[src/rtl/vga_palette_mux.sv]
// Two-stage tagged-pixel to RGB converter with a run-time writable palette.
// Sync/blank/valid travel alongside the pixel; crosshair pixels can blink per frame count.
module vga_palette_mux #(
  parameter int PIX_W     = 8,
  parameter int COLOR_W   = 12,
  parameter int NUM_PEN   = 4,
  parameter int BLINK_DIV = 30
) (
  input  logic                          clk_in,
  input  logic                          rst_n_in,
  input  logic [PIX_W-1:0]              pixel_in,
  input  logic                          valid_in,
  input  logic                          hsync_in,
  input  logic                          vsync_in,
  input  logic                          blank_in,
  input  logic                          pal_we_in,
  input  logic [$clog2(NUM_PEN+2)-1:0]  pal_addr_in,
  input  logic [COLOR_W-1:0]            pal_data_in,
  input  logic                          blink_en_in,
  output logic [COLOR_W-1:0]            pixel_out,
  output logic                          valid_out,
  output logic                          hsync_out,
  output logic                          vsync_out,
  output logic                          blank_out
);

  localparam int C    = COLOR_W / 3;
  localparam int P    = PIX_W - 2;
  localparam int NENT = NUM_PEN + 2;
  localparam int AW   = $clog2(NENT);
  localparam int CW   = (BLINK_DIV > 1) ? $clog2(BLINK_DIV) : 1;

  localparam logic [CW-1:0] CNT_LAST   = CW'(BLINK_DIV - 1);
  localparam logic [P:0]    PEN_LIMIT  = (P+1)'(NUM_PEN);
  localparam logic [AW:0]   ADDR_LIMIT = (AW+1)'(NENT);

  // 4-bit reference channels are MSB-aligned into C bits (zero-extended or truncated).
  function automatic logic [C-1:0] chan(input logic [3:0] v);
    logic [C+3:0] t;
    t = {v, {C{1'b0}}};
    return t[C+3 -: C];
  endfunction

  function automatic logic [COLOR_W-1:0] rgb(input logic [11:0] c);
    return {chan(c[11:8]), chan(c[7:4]), chan(c[3:0])};
  endfunction

  function automatic logic [COLOR_W-1:0] defaultEntry(input int i);
    if (i == NUM_PEN)     return rgb(12'hA26);
    if (i == NUM_PEN + 1) return rgb(12'h0F0);
    case (i)
      0:       return rgb(12'hFF0);
      1:       return rgb(12'hA26);
      2:       return rgb(12'h0F0);
      3:       return rgb(12'hF00);
      default: return rgb(12'hFFF);
    endcase
  endfunction

  logic [PIX_W-1:0]   pixS1_q;
  logic               validS1_q, hsyncS1_q, vsyncS1_q, blankS1_q;
  logic [COLOR_W-1:0] pixel_q, pixel_d;
  logic               valid_q, hsync_q, vsync_q, blank_q;
  logic [COLOR_W-1:0] palette_q [NENT];
  logic [CW-1:0]      blinkCnt_q, blinkCnt_d;
  logic               blinkPhase_q, blinkPhase_d;

  logic [1:0]    tag;
  logic [P-1:0]  payload;
  logic [C-1:0]  gray;
  logic [AW-1:0] penIdx;
  logic          penInRange;

  assign tag        = pixS1_q[PIX_W-1 -: 2];
  assign payload    = pixS1_q[P-1:0];
  assign penInRange = {1'b0, payload} < PEN_LIMIT;

  if (P >= C) begin : gGrayTrunc
    assign gray = payload[P-1 -: C];
  end else begin : gGrayPad
    assign gray = {payload, {(C-P){1'b0}}};
  end

  if (AW <= P) begin : gIdxTrunc
    assign penIdx = payload[AW-1:0];
  end else begin : gIdxExt
    assign penIdx = {{(AW-P){1'b0}}, payload};
  end

  always_comb begin
    pixel_d = '0;
    if (validS1_q && !blankS1_q) begin
      case (tag)
        2'b11:   pixel_d = penInRange ? palette_q[penIdx] : '1;
        2'b10:   pixel_d = palette_q[NUM_PEN];
        2'b01:   pixel_d = (blink_en_in && blinkPhase_q) ? {gray, gray, gray}
                                                         : palette_q[NUM_PEN+1];
        default: pixel_d = {gray, gray, gray};
      endcase
    end
  end

  // Frame counter advances on each vsync rising edge, seen against the stage-1 copy.
  always_comb begin
    blinkCnt_d   = blinkCnt_q;
    blinkPhase_d = blinkPhase_q;
    if (vsync_in && !vsyncS1_q) begin
      if (blinkCnt_q == CNT_LAST) begin
        blinkCnt_d   = '0;
        blinkPhase_d = ~blinkPhase_q;
      end else begin
        blinkCnt_d = blinkCnt_q + 1'b1;
      end
    end
  end

  always_ff @(posedge clk_in) begin
    if (!rst_n_in) begin
      pixS1_q      <= '0;
      validS1_q    <= 1'b0;
      hsyncS1_q    <= 1'b0;
      vsyncS1_q    <= 1'b0;
      blankS1_q    <= 1'b0;
      pixel_q      <= '0;
      valid_q      <= 1'b0;
      hsync_q      <= 1'b0;
      vsync_q      <= 1'b0;
      blank_q      <= 1'b0;
      blinkCnt_q   <= '0;
      blinkPhase_q <= 1'b0;
    end else begin
      pixS1_q      <= pixel_in;
      validS1_q    <= valid_in;
      hsyncS1_q    <= hsync_in;
      vsyncS1_q    <= vsync_in;
      blankS1_q    <= blank_in;
      pixel_q      <= pixel_d;
      valid_q      <= validS1_q;
      hsync_q      <= hsyncS1_q;
      vsync_q      <= vsyncS1_q;
      blank_q      <= blankS1_q;
      blinkCnt_q   <= blinkCnt_d;
      blinkPhase_q <= blinkPhase_d;
    end
  end

  // Stage-2 lookups read palette_q on the same edge as a write, so they see the old entry.
  always_ff @(posedge clk_in) begin
    if (!rst_n_in) begin
      for (int i = 0; i < NENT; i++) palette_q[i] <= defaultEntry(i);
    end else if (pal_we_in && ({1'b0, pal_addr_in} < ADDR_LIMIT)) begin
      palette_q[pal_addr_in] <= pal_data_in;
    end
  end

  assign pixel_out = pixel_q;
  assign valid_out = valid_q;
  assign hsync_out = hsync_q;
  assign vsync_out = vsync_q;
  assign blank_out = blank_q;

endmodule
[config.mk]
export PLATFORM = sky130hd
export DESIGN_NAME = vga_palette_mux
export DESIGN_NICKNAME = d
export VERILOG_FILES = /design/src/rtl/vga_palette_mux.sv
export SDC_FILE = /design/constraint.sdc
export NUM_CORES = 1
export LEC_CHECK = 0
export BUFFER_PORTS_ARGS = -buffer_cell sky130_fd_sc_hd__buf_2
export CAP_MARGIN = 20
export CORE_MARGIN = 10
export CORE_UTILIZATION = 51
export CTS_CLUSTER_DIAMETER = 100
export DETAILED_ROUTE_END_ITERATION = 10
export PLACE_DENSITY = 0.85
export SYNTH_ARGS = -nofsm -noshare
export SYNTH_HDL_FRONTEND = slang
export SYNTH_SLANG_ARGS = --single-unit
[constraint.sdc]
create_clock -name clk_in -period 2.05 [get_ports clk_in]
set_input_delay 0.1025 -clock clk_in [delete_from_list [all_inputs] [get_ports clk_in]]
set_output_delay 0.1025 -clock clk_in [all_outputs]
set_load 0.05 [all_outputs]
==> results of run 1 <==
-- layer usage --
metal / GRT usage (%) / vias to the layer above / share of wire, %
met5: 0 / - / 0
met4: 7.45 / 0 / 2.7
met3: 2.95 / 27 / 6.5
met2: 26.0 / 113 / 52
met1: 18.0 / 1376 / 39
li1: - / 1362 / -
-- final cells by class --
cell class,instances,area [um2],share of cell area (%)
Clock inverter,7,61.3,1.23
Antenna cell,1,2.50,0.0503
Timing Repair Buffer,67,420,8.45
Multi-Input combinational cell,214,1340,27.0
Tap cell,105,131,2.64
Inverter,14,52.6,1.06
Clock buffer,9,124,2.49
Sequential cell,106,2840,57.1
-- critical path, delay by kind of cell, from the launching register on --
family | cells | cell delay [ns]
buffers and inverters | 1 | 0.20
AO/OA/AOI/OAI | 2 | 0.52
AND/OR/NAND/NOR | 1 | 0.33
flip-flops | 1 | 0.38
-- how the worst min path moves through the flow --
stage	depth (start not counted)	slack, ns	end
6_report	2	0.01	palette_q[4][11]
5_1_grt	2	0.01	palette_q[4][11]
4_1_cts	2	0.01	palette_q[4][7]
3_5_place_dp	2	0.31	pixS1_q[1]
3_3_place_gp	2	0.31	hsyncS1_q
2_1_floorplan	1	0.23	blankS1_q
-- placed cells by master, fill, tap and decap left out, types with 2 or more instances in the layout --
master	count
sky130_fd_sc_hd__buf_4	8
sky130_fd_sc_hd__a211oi_1	10
sky130_fd_sc_hd__inv_1	15
sky130_fd_sc_hd__nand2b_1	6
sky130_fd_sc_hd__nor2_2	4
sky130_fd_sc_hd__ha_1	2
sky130_fd_sc_hd__dfxtp_1	34
sky130_fd_sc_hd__a221oi_1	3
sky130_fd_sc_hd__xnor2_1	2
sky130_fd_sc_hd__mux4_2	12
sky130_fd_sc_hd__nand2_1	48
sky130_fd_sc_hd__xor2_1	2
sky130_fd_sc_hd__a21oi_1	11
sky130_fd_sc_hd__and2_1	24
sky130_fd_sc_hd__nor2_1	49
sky130_fd_sc_hd__o22ai_1	12
sky130_fd_sc_hd__clkbuf_8	9
sky130_fd_sc_hd__nand4_1	2
sky130_fd_sc_hd__dlygate4sd3_1	13
sky130_fd_sc_hd__nor2b_1	3
sky130_fd_sc_hd__o21ai_0	2
sky130_fd_sc_hd__inv_8	2
sky130_fd_sc_hd__nand3_1	2
sky130_fd_sc_hd__clkinv_4	3
sky130_fd_sc_hd__buf_2	46
sky130_fd_sc_hd__or3_1	7
sky130_fd_sc_hd__edfxtp_1	72
-- sequential cells by signal, summed over array words and instances, names as in the netlist --
name          cells
valid_out         1
hsync_out         1
blankS1_q         1
pixel_out        12
hsyncS1_q         1
blinkCnt_q        5
palette_q        72
vsync_out         1
validS1_q         1
blinkPhase_q      1
pixS1_q           8
blank_out         1
vsyncS1_q         1
-- per-stage QoR --
step                      worst slack, ns  std cells
after floorplan                    0.0958        350
after global placement              0.395        493
after detailed placement            0.340        493
after CTS                           0.526        522
after global routing                0.412        523
final                               0.487        523
-- cell families (layout without fill, tap and decap cells) --
group | count (synthesis) | count (layout) | share of synthesized area [%]
flops | 106 | 106 | 65.9
buf+inv | 30 | 97 | 3.02
simple gates | 155 | 155 | 17.3
fa+ha+maj | 2 | 2 | 0.580
xor+xnor | 4 | 4 | 0.812
compound gates | 41 | 41 | 6.15
other cells | 0 | 1 | 0
mux | 12 | 12 | 6.26
-- report_power, final --
part	internal, mW	switching, mW	total (mW)	leakage [nW]
Sequential	2.40	0.0530	2.45	0.982
Combinational	0.147	0.214	0.361	0.804
Clock	0.465	0.731	1.20	0.0990
-- timing repair --
action | in CTS | in global routing
endpoints found under the setup margin | 0 | 0
hold buffers | 13 | 0
endpoints found under the hold margin | 13 | 0
==> impl_summary.log, run 1 <==
[metrics] beginning of the worst register-to-register path: pixS1_q[7]
[metrics] via count of the first global-routing pass: approximately 2900
[metrics] worst r2r path cells: 4
[metrics] final clock period utilization by the worst path: 76.2%
[metrics] initial antenna violation count: 1
[metrics] TNS Setup: 0 ns
[metrics] sequential element share of the synthesized area: 65.9%
[metrics] mean routed wirelength per cell: 18.0 um
[metrics] count leader, synth: sky130_fd_sc_hd__edfxtp_1
[metrics] maximum fanout encountered on the critical timing path: 13
[metrics] sequence of cells on the critical path: buf_4 > and3b_1 > a211oi_1 > o22ai_1
[metrics] worst min-delay path startpoint: pal_data_in[11]
[metrics] area share of the leading cell type in the synthesized netlist: 50.1%
[metrics] Iteration-0 DRC Markers: 202
[metrics] CP startpoint: pixS1_q[7]
[metrics] wire length of the first global-routing pass: between 15000 and 20000 um
[metrics] number of levels in the clock H-tree: 3
[metrics] result of the run: complete, no violations
[metrics] vias after detailed routing: 2878
[metrics] cell types occupying the most area after synthesis: sky130_fd_sc_hd__edfxtp_1 (50%), sky130_fd_sc_hd__dfxtp_1 (16%), sky130_fd_sc_hd__mux4_2 (6.3%), sky130_fd_sc_hd__nor2_1 (4.3%), sky130_fd_sc_hd__nand2_1 (4.2%)
[metrics] core utilization of the finished layout: 60.6%
[metrics] top flip-flop cell by instance count after synthesis: sky130_fd_sc_hd__edfxtp_1
[metrics] unique cell type count in the Yosys netlist: 39
[metrics] count of antenna-violating nets left after detailed routing: 0
[metrics] normalized max-slew margin: between 50% and 60%
[metrics] Fin Hold WS: 0.0141 ns
[metrics] f_max: 0.640 GHz
[metrics] worst hold path class: input pin to flop
[metrics] reg2reg end: pixel_out[5]
[metrics] biggest area consumer among synthesized cells: sky130_fd_sc_hd__edfxtp_1
[metrics] number of rows in the core area: 33
[metrics] worst-case vdd ir drop: 0.487 mV
[metrics] Yosys warnings: 0
[metrics] kind of capture point of the worst setup path: flop
[metrics] longest individual stage delay on the worst path: 0.39 ns
[metrics] post-detailed-routing wire length: 9410 um
[metrics] number of buffers inserted during clock tree synthesis: 9
[metrics] count of boundary I/O pins: 47
[metrics] critical path launch point type: flop
[metrics] Post-Synthesis Mean Instance Area: between 10 and 15 um2
[metrics] Hold Violations, Final: 0
[metrics] source-to-sink clock delay at the later pin of the worst-skew pair: 0.38 ns
[metrics] count of pins over their slew limit: 0
[metrics] pin count of the biggest net entering global routing: 27
[metrics] overall power: 4.01 mW
[metrics] total power per unit cell area: 806 nW/um2
[metrics] data arrival time of the critical path: 1.81 ns
[metrics] capturing element of the worst setup path: pixel_out[5]
[metrics] max_cap viols: 0
[metrics] detail-routed via count per cell: 5.50
[metrics] CTS tree: yes
[metrics] post-synthesis cell area: 4310 um2
[metrics] critical path class: flop to flop
[metrics] die area: 12500 um2
[metrics] die width: 112 um
[metrics] height of the die: 112 um
[metrics] fraction of final layout cells sized beyond drive strength 1: a little over a fifth
[metrics] Final Critical Period: ~1.6 ns
[metrics] number of synthesized flops with an enable pin: between 70 and 80
[metrics] minimum setup slack among reg-to-reg paths: 0.49 ns
[metrics] register bit count reported by yosys: 106
[metrics] gate count of the mapped netlist: 350
[metrics] Critical Path RT: 2.30 ns
[metrics] RSZ-0062 raised after global routing: no
[metrics] fill count: 631
[metrics] post-route clock skew: 0.0146 ns
[metrics] CTS-repair resized insts: 0
[metrics] port bufs: 46
[metrics] P&R area growth vs syn: 15.3%
[metrics] detailed-route DRC error count: 0
[metrics] asr flop ratio synth: 0%
[metrics] Setup Viol. Count Final: 0
[metrics] # nets final: 445
[metrics] Final GP Congestion: around 0.87
[metrics] global-route usage over all layers: 15.3%
[metrics] total placed instance area: roughly 4700 um2
[metrics] total core area: 8220 um2
[metrics] Pleak: 1.89 nW
[metrics] clk slew on worst S/H paths: 0.11 ns
[metrics] top cells by count, synth: sky130_fd_sc_hd__edfxtp_1 (72), sky130_fd_sc_hd__nor2_1 (49), sky130_fd_sc_hd__nand2_1 (48)
[metrics] total congestion overflow: 0
[metrics] initial standard-cell utilization of the core: 52.5%
[metrics] buffer depth of the longest clock path: 2
[metrics] slew at the pin closest to its max-slew limit: about 0.73 ns
[metrics] Post-Synthesis Net Count: 383
[metrics] buffers inserted during post-CTS setup optimization: 0
[metrics] number of clock sinks: approximately 110
[metrics] Design Area, Final: approximately 5000 um2
[metrics] detailed placement HPWL: 6990 um
[metrics] Critical Path Slowest Stage Cell: sky130_fd_sc_hd__a211oi_1
[metrics] CTS root buf: sky130_fd_sc_hd__clkbuf_8
[metrics] number of detailed-route iterations in the first pass: 5
Power figures use the tool's default switching activity.
==> inputs of run 2 (changes only) <==
--- a/config.mk
+++ b/config.mk
@@ -5,13 +5,14 @@
 export SDC_FILE = /design/constraint.sdc
 export NUM_CORES = 1
 export LEC_CHECK = 0
+export ABC_AREA = 1
 export BUFFER_PORTS_ARGS = -buffer_cell sky130_fd_sc_hd__buf_2
 export CAP_MARGIN = 20
 export CORE_MARGIN = 10
-export CORE_UTILIZATION = 51
+export CORE_UTILIZATION = 57
 export CTS_CLUSTER_DIAMETER = 100
 export DETAILED_ROUTE_END_ITERATION = 10
-export PLACE_DENSITY = 0.85
+export PLACE_DENSITY = 0.88
 export SYNTH_ARGS = -nofsm -noshare
 export SYNTH_HDL_FRONTEND = slang
 export SYNTH_SLANG_ARGS = --single-unit
==> constraint.sdc (replaced) <==
create_clock -name clk_in -period 1.55 [get_ports clk_in]
set_input_delay 0.0775 -clock clk_in [delete_from_list [all_inputs] [get_ports clk_in]]
set_output_delay 0.0775 -clock clk_in [all_outputs]
set_load 0.05 [all_outputs]
==> run 2 against run 1 <==
Clock-buffer cell count stayed put. Critical path type unchanged. Flip-flop and latch count unchanged. Final cell count is 44% higher. Worst hold slack improved by 0.018 ns. Die area fell by 0.36%. Critical path depth rose by 5. Synthesized cell count up 61%. Final area increased by 13%. First-iteration DRC count is 100% higher. Register-to-register slack worse by 0.35 ns.
==> impl_summary.log, run 2 <==
[metrics] number of clock sinks: 106 (unchanged)
[metrics] number of rows in the core area: 33 (unchanged)
[metrics] Yosys warnings: 0 (unchanged)
[metrics] height of the die: 112 um (-0.18%)
[metrics] register bit count reported by yosys: 106 (unchanged)
[metrics] final non-filler cell total: 753 (+44%)
[metrics] count leader, synth: sky130_fd_sc_hd__nand2_1
[metrics] initial antenna violation count: 0 (-1)
[metrics] diodes inserted: 0 (-1)
[metrics] source-to-sink clock delay at the later pin of the worst-skew pair: 0.36 ns (-0.02 ns)
[metrics] clock share of power: 28.9% (-0.9 points)
[metrics] total placed instance area: 5290 um2 (+14%)
[metrics] P&R area growth vs syn: 17.4%
[metrics] Post-Synthesis Mean Instance Area: 8.50 um2 (-31%)
[metrics] total instance count after detailed placement: 721 (+46%)
[metrics] gate count of the mapped netlist: 565 (+61%)
[metrics] f_max: 0.708 GHz (+11%)
[metrics] TNS Setup: 0 ns (unchanged)
[metrics] result of the run: complete, no violations
[metrics] count of antenna-violating nets left after detailed routing: 0 (unchanged)
[metrics] sequential cell fraction of total power: 59.0% (-2.2 points)
[metrics] worst-case vdd ir drop: 0.537 mV (+10%)
[metrics] Design Area, Final: 5640 um2 (+13%)
[metrics] detailed-route DRC error count: 0 (unchanged)
[metrics] count of pins over their slew limit: 0 (unchanged)
[metrics] total core area: 8220 um2 (unchanged)
[metrics] sequence of cells on the critical path: inv_1 > nand2_1 > nor2_1 > buf_4 > nand3_1 > nand2_1 > nand3_1 > nand2_1 > inv_1
[metrics] switching power: 1.46 mW (+47%)
[metrics] top cells by count, synth: sky130_fd_sc_hd__nand2_1 (146), sky130_fd_sc_hd__inv_1 (127), sky130_fd_sc_hd__edfxtp_1 (72)
[metrics] minimum setup slack among reg-to-reg paths: 0.14 ns (-0.35 ns)
[metrics] most frequent cells in the layout: sky130_fd_sc_hd__nand2_1 (146), sky130_fd_sc_hd__inv_1 (127), sky130_fd_sc_hd__edfxtp_1 (72), sky130_fd_sc_hd__nor2_1 (70), sky130_fd_sc_hd__nand3_1 (49)
[metrics] buffer depth of the longest clock path: 2 (unchanged)
[metrics] total area of sequential cells: 2840 um2 (unchanged)
[metrics] number of flip-flops in the largest register: 72 (unchanged)
[metrics] unique cell type count in the Yosys netlist: 23 (-41%)
[metrics] Pleak: 2.81 nW (+49%)
[metrics] combined area of the multi-input logic cells: 1390 um2 (+3.5%)
[metrics] area share of the leading cell type in the synthesized netlist: 45.0% (-5.1 points)
[metrics] overall power: 5.52 mW (+38%)
[metrics] post-route clock skew: 0.00917 ns (-0.00539 ns)
[metrics] worst r2r path cells: 9 (+5)
[metrics] fill count: 606 (-4.0%)
[metrics] port bufs: 46 (unchanged)
[metrics] pin count of the biggest net entering global routing: 25 (-7.4%)
[metrics] reg2reg end: pixel_out[0]
[metrics] Final Critical Period: 1.41 ns (-0.152 ns)
[metrics] cell types occupying the most area after synthesis: sky130_fd_sc_hd__edfxtp_1 (45%), sky130_fd_sc_hd__dfxtp_1 (14%), sky130_fd_sc_hd__nand2_1 (11%), sky130_fd_sc_hd__inv_1 (9.9%), sky130_fd_sc_hd__nor2_1 (5.6%)
[metrics] worst min-delay path startpoint: pal_data_in[0]
[metrics] maximum fanout encountered on the critical timing path: 12 (-1)
[metrics] number of levels in the clock H-tree: 3 (unchanged)
[metrics] post-detailed-routing wire length: 11300 um (+20%)
[metrics] mean routed wirelength per cell: 15.0 um (-17%)
[metrics] Post-Synthesis Net Count: 598 (+56%)
[metrics] # nets final: 676 (+52%)
[metrics] most numerous cell on the critical path: sky130_fd_sc_hd__nand2_1
[metrics] fraction of final layout cells sized beyond drive strength 1: 15.3% (-6.1 points)
[metrics] destination of the worst hold path: palette_q[4][0]
[metrics] via count of the first global-routing pass: 3817 (+31%)
[metrics] normalized max-slew margin: 66.1% (+15 points)
[metrics] RSZ-0062 raised after global routing: no
[metrics] post-synthesis cell area: 4800 um2 (+11%)
[metrics] count of boundary I/O pins: 47 (unchanged)
[metrics] Critical Path RT: 1.81 ns (-0.49 ns)
[metrics] die area: 12500 um2 (-0.36%)
[metrics] Iteration-0 DRC Markers: 403 (+100%)
[metrics] clk slew on worst S/H paths: 0.11 ns (about the same)
[metrics] number of synthesized flops with an enable pin: 72 (unchanged)
[metrics] top flip-flop cell by instance count after synthesis: sky130_fd_sc_hd__edfxtp_1
[metrics] detailed placement HPWL: 8010 um (+15%)
[metrics] initial standard-cell utilization of the core: 58.4% (+5.9 points)
[metrics] max_cap viols: 0 (unchanged)
[metrics] die width: 112 um (-0.18%)
[metrics] number of buffers inserted during clock tree synthesis: 9 (unchanged)
[metrics] beginning of the worst register-to-register path: pixS1_q[5]
[metrics] most common library cell in the layout ignoring fill and taps: sky130_fd_sc_hd__nand2_1
[metrics] longest individual stage delay on the worst path: 0.32 ns (-0.07 ns)
[metrics] sw frac: 26.5% (+1.7 points)
[metrics] total power per unit cell area: 978 nW/um2 (+21%)
[metrics] internal power of the cells: 4.05 mW (+34%)
[metrics] Biggest register: palette_q
[metrics] asr flop ratio synth: 0% (unchanged)
[metrics] global-route usage over all layers: 18.2% (+2.9 points)
[metrics] Hold Violations, Final: 0 (unchanged)
[metrics] wire length of the first global-routing pass: 18500 um (+22%)
[metrics] critical path class: flop to flop
[metrics] Final GP Congestion: 0.983 (+14%)
[metrics] vias after detailed routing: 3807 (+32%)
[metrics] Setup Viol. Count Final: 0 (unchanged)
[metrics] Hold Path Stages: 3 (+1)
[metrics] worst hold path class: input pin to flop
[metrics] number of detailed-route iterations in the first pass: 5 (unchanged)
[metrics] CTS root buf: sky130_fd_sc_hd__clkbuf_8
[metrics] buffers inserted during post-CTS setup optimization: 0 (unchanged)
[metrics] final clock period utilization by the worst path: 91.1% (+15 points)
[metrics] slew at the pin closest to its max-slew limit: 0.508 ns (-0.226 ns)
[metrics] total congestion overflow: 0 (unchanged)
[metrics] detail-routed via count per cell: 5.06 (-8.1%)
[metrics] data arrival time of the critical path: 1.68 ns (-0.13 ns)
[metrics] part of the power in combinational logic: 12.1% (+3.1 points)
[metrics] sequential element share of the synthesized area: 59.2% (-6.7 points)
[metrics] Critical Path Slowest Stage Cell: sky130_fd_sc_hd__dfxtp_1
[metrics] kind of capture point of the worst setup path: flop
[metrics] critical path launch point type: flop
[metrics] biggest area consumer among synthesized cells: sky130_fd_sc_hd__edfxtp_1
[metrics] CTS tree: yes
-- run 2: worst max-delay path: cells and delay by family (launching register included) --
kind          cells  cell delay (ns)
flops             1             0.32
buf+inv           3             0.37
simple gates      6             0.62
-- run 2: cell families (layout without fill, tap and decap cells) --
group                      count (synthesis)  after routing  share of synthesized area [%]
adders and majority gates                  2              2                          0.521
xor gates and xnor gates                   2              2                          0.365
AOI/OAI and AO/OA                         30             30                           3.23
DFF                                      106            106                           59.2
buffers and inverters                    148            231                           12.0
and+or+nand+nor                          277            277                           24.7
-- run 2: final cells by class --
| cell class | count | area share, % |
|---|---|---|
| clock buffers | 9 | 2.20 |
| clock inverters | 7 | 1.11 |
| inverters | 130 | 8.66 |
| multi-input cells | 311 | 24.6 |
| flip-flops and latches | 106 | 50.4 |
| well taps | 105 | 2.33 |
| repair buffers | 85 | 10.7 |
-- run 2: timing repair --
item | in CTS | in global routing
hold endpoints to repair | 16 | 0
hold buffers | 16 | 0
resized for setup | 0 | 1
setup endpoints to repair | 0 | 12
-- run 2: worst max path at each step --
stage | from | end | slack [ns] | cells past startpoint
floorplan | rst_n_in | palette_q[0][0] | 0.13 | 7
global placement | pixS1_q[6] | pixel_out[1] | 0.1 | 6
detailed placement | pal_addr_in[2] | palette_q[4][7] | 0.08 | 9
CTS | pixS1_q[6] | pixel_out[9] | 0.11 | 6
global route | vsync_in | blinkCnt_q[4] | 0.05 | 8
finish | pixS1_q[5] | pixel_out[0] | 0.14 | 9
-- run 2: metrics by stage --
stage	utilization (%)	setup slack, ns	hold WS [ns]
floorplan	-	0.133	0.175
global placement	64.4	0.0961	0.257
detailed placement	64.4	0.0764	0.264
CTS	68.6	0.107	0.0168
global route	68.6	0.0527	0.0367
finish	68.6	0.139	0.0319
-- run 2: routing by layer --
layer	vias to the layer above	global-route usage (%)	wire length (um)
met4	0	8.74	301
met1	1717	22.0	4650
met3	25	4.62	943
li1	1877	-	-
met5	-	0	0
met2	188	29.6	5380
-- run 2: power by group through the flow --
stage	logic [mW]	registers, mW	clock network (mW)
CTS	0.655	3.26	1.61
global placement	0.598	3.31	0
global route	0.741	3.27	1.70
detailed placement	0.618	3.32	0
finish	0.665	3.26	1.59
floorplan	0.366	3.35	0
==> inputs of run 3 (changes only) <==
--- a/config.mk
+++ b/config.mk
@@ -13,6 +13,7 @@
 export CTS_CLUSTER_DIAMETER = 100
 export DETAILED_ROUTE_END_ITERATION = 10
 export PLACE_DENSITY = 0.88
+export RECOVER_POWER = 25
 export SYNTH_ARGS = -nofsm -noshare
 export SYNTH_HDL_FRONTEND = slang
 export SYNTH_SLANG_ARGS = --single-unit
==> run 3 against run 2 <==
Clock power hardly changed. Global-route usage unchanged. Final area fell by 1.0%.
==> impl_summary.log, run 3 (synthesized netlist as in run 2, its figures left out) <==
[metrics] CP startpoint: pixS1_q[5]
[metrics] normalized max-slew margin: 48.4% (-18 points)
[metrics] CTS root buf: sky130_fd_sc_hd__clkbuf_8
[metrics] Iteration-0 DRC Markers: 474 (+18%)
[metrics] total congestion overflow: 0 (unchanged)
[metrics] minimum setup slack among reg-to-reg paths: 0.14 ns (about the same)
[metrics] worst hold path class: input pin to flop
[metrics] total placed instance area: 5290 um2 (unchanged)
[metrics] most frequent cells in the layout: sky130_fd_sc_hd__nand2_1 (147), sky130_fd_sc_hd__inv_1 (127), sky130_fd_sc_hd__nor2_1 (72), sky130_fd_sc_hd__edfxtp_1 (72), sky130_fd_sc_hd__nand3_1 (50)
[metrics] die width: 112 um (unchanged)
[metrics] amount of wire on met3 after detailed routing: 964 um (+2.2%)
[metrics] number of detailed-route iterations in the first pass: 6 (+1)
[metrics] global-route usage over all layers: 18.2% (unchanged)
[metrics] reg2reg end: pixel_out[0]
[metrics] die area: 12500 um2 (unchanged)
[metrics] Design Area, Final: 5580 um2 (-1.0%)
[metrics] total power per unit cell area: 986 nW/um2 (+0.76%)
[metrics] kind of capture point of the worst setup path: flop
[metrics] detailed placement HPWL: 8010 um (unchanged)
[metrics] Critical Path RT: 1.81 ns (about the same)
[metrics] height of the die: 112 um (unchanged)
[metrics] TNS Setup: 0 ns (unchanged)
[metrics] detail-routed via count per cell: 5.04 (-0.37%)
[metrics] part of the power in combinational logic: 11.8% (-0.3 points)
[metrics] worst-case vdd ir drop: 0.537 mV (about the same)
[metrics] mean routed wirelength per cell: 14.9 um (-0.34%)
[metrics] via count of the first global-routing pass: 3817 (unchanged)
[metrics] initial antenna violation count: 0 (unchanged)
[metrics] capturing element of the worst setup path: pixel_out[0]
[metrics] count of pins over their slew limit: 0 (unchanged)
[metrics] sw frac: 26.5% (about the same)
[metrics] maximum fanout encountered on the critical timing path: 12 (unchanged)
[metrics] Biggest register: palette_q
[metrics] number of buffers inserted during clock tree synthesis: 9 (unchanged)
[metrics] overall power: 5.50 mW (-0.24%)
[metrics] wire length the detailed router placed on met1: 4530 um (-2.5%)
[metrics] Hold Violations, Final: 0 (unchanged)
[metrics] Final Critical Period: 1.41 ns (-0.00474 ns)
[metrics] slew at the pin closest to its max-slew limit: 0.775 ns (+0.267 ns)
[metrics] pin count of the biggest net entering global routing: 25 (unchanged)
[metrics] count of boundary I/O pins: 47 (unchanged)
[metrics] f_max: 0.711 GHz (+0.34%)
[metrics] clk slew on worst S/H paths: 0.11 ns (about the same)
[metrics] beginning of the worst register-to-register path: pixS1_q[5]
[metrics] number of rows in the core area: 33 (unchanged)
[metrics] post-route clock skew: 0.00881 ns (-0.000368 ns)
[metrics] number of clock sinks: 106 (unchanged)
[metrics] initial standard-cell utilization of the core: 58.4% (unchanged)
[metrics] max_cap viols: 0 (unchanged)
[metrics] buffer depth of the longest clock path: 2 (unchanged)
[metrics] diodes inserted: 0 (unchanged)
[metrics] Pleak: 2.78 nW (-1.0%)
[metrics] final clock period utilization by the worst path: 90.8% (-0.31 points)
[metrics] port bufs: 46 (unchanged)
[metrics] count of antenna-violating nets left after detailed routing: 0 (unchanged)
[metrics] Setup Viol. Count Final: 0 (unchanged)
[metrics] total core area: 8220 um2 (unchanged)
[metrics] wire length of the first global-routing pass: 18500 um (unchanged)
[metrics] vias after detailed routing: 3793 (-0.37%)
[metrics] buffers inserted during post-CTS setup optimization: 0 (unchanged)
[metrics] detailed-route DRC error count: 0 (unchanged)
[metrics] P&R area growth vs syn: 16.3%
[metrics] CTS tree: yes
[metrics] clock share of power: 29.0% (about the same)
[metrics] sequential cell fraction of total power: 59.2% (+0.2 points)
[metrics] switching power: 1.46 mW (-0.28%)
[metrics] number of flip-flops in the largest register: 72 (unchanged)
[metrics] RSZ-0062 raised after global routing: no
[metrics] sum of met2 wire segment lengths after detailed routing: 5400 um (+0.48%)
[metrics] internal power of the cells: 4.04 mW (-0.23%)
[metrics] highest metal layer with signal wires: met4
[metrics] critical path launch point type: flop
[metrics] source-to-sink clock delay at the later pin of the worst-skew pair: 0.36 ns (about the same)
[metrics] result of the run: complete, no violations
[metrics] post-detailed-routing wire length: 11200 um (-0.34%)
[metrics] number of levels in the clock H-tree: 3 (unchanged)
[metrics] data arrival time of the critical path: 1.67 ns (about the same)
[metrics] worst r2r path cells: 9 (unchanged)
[metrics] fraction of final layout cells sized beyond drive strength 1: 13.4% (-1.9 points)
[metrics] fill count: 626 (+3.3%)
[metrics] critical path class: flop to flop
[metrics] # nets final: 676 (unchanged)
[metrics] Final GP Congestion: 0.983 (unchanged)
[metrics] most common library cell in the layout ignoring fill and taps: sky130_fd_sc_hd__nand2_1
## run 3: changes by cell type in the layout (fill, tap and decap cells not counted), moves of 2 or more
cell                       before  now
sky130_fd_sc_hd__clkbuf_1       0    7
sky130_fd_sc_hd__nor2_1        70   72
sky130_fd_sc_hd__nor2_4         2    0
sky130_fd_sc_hd__buf_4         20   15
sky130_fd_sc_hd__buf_2         46   44
## run 3: power by group through the flow
stage | clock [mW] | sequential [mW] | combinational (mW)
finish | 1.60 | 3.26 | 0.649
global route | 1.70 | 3.27 | 0.725
CTS | 1.61 | 3.26 | 0.655
detailed placement | 0 | 3.32 | 0.618
global placement | 0 | 3.31 | 0.598
floorplan | 0 | 3.35 | 0.366
## run 3: worst min-delay path by stage
stage                            end  depth (start not counted)            start  slack (ns)
finish               palette_q[4][0]                          3   pal_data_in[0]        0.03
global route        palette_q[4][10]                          3  pal_data_in[10]        0.04
CTS                  palette_q[4][0]                          3   pal_data_in[0]        0.02
detailed placement        pixS1_q[3]                          3      pixel_in[3]        0.26
global placement          pixS1_q[1]                          3      pixel_in[1]        0.26
floorplan                  blankS1_q                          2         blank_in        0.18
## run 3: worst max-delay path, cell delays in order, from the launching register on
cell and delay (ns):
sky130_fd_sc_hd__dfxtp_1 0.32, sky130_fd_sc_hd__inv_1 0.12, sky130_fd_sc_hd__nand2_1 0.07, sky130_fd_sc_hd__nor2_1 0.12, sky130_fd_sc_hd__buf_4 0.21, sky130_fd_sc_hd__nand3_1 0.16
sky130_fd_sc_hd__nand2_1 0.12, sky130_fd_sc_hd__nand3_1 0.08, sky130_fd_sc_hd__nand2_1 0.06, sky130_fd_sc_hd__inv_1 0.04
## run 3: final cells by class
class | instances | area (um2) | area share [%]
multi-input combinational | 311 | 1350 | 24.3
clock inverter | 7 | 62.6 | 1.12
tap | 105 | 131 | 2.35
inverter | 130 | 488 | 8.74
clock buffer | 9 | 124 | 2.22
sequential | 106 | 2840 | 50.9
timing repair buffer | 85 | 579 | 10.4
## run 3: timing repair
item | 4_1_cts | 5_1_grt
setup endpoints to repair | 0 | 12
hold endpoints to repair | 16 | 0
hold buffers | 16 | 0
resized for setup | 0 | 1
## run 3: metrics by stage
stage	setup slack, ns	std cells	utilization, %	hold WS (ns)
2_1_floorplan	0.133	565	-	0.175
3_3_place_gp	0.0961	721	64.4	0.257
3_5_place_dp	0.0764	721	64.4	0.264
4_1_cts	0.107	753	68.6	0.0168
5_1_grt	0.0527	753	67.9	0.0367
6_report	0.143	753	67.9	0.0317
## run 3: layer usage
| layer | up-vias | global-route usage [%] |
|---|---|---|
| li1 | 1874 | - |
| met1 | 1705 | 22.0 |
| met2 | 187 | 29.6 |
| met3 | 27 | 4.62 |
| met4 | 0 | 8.74 |
| met5 | - | 0 |
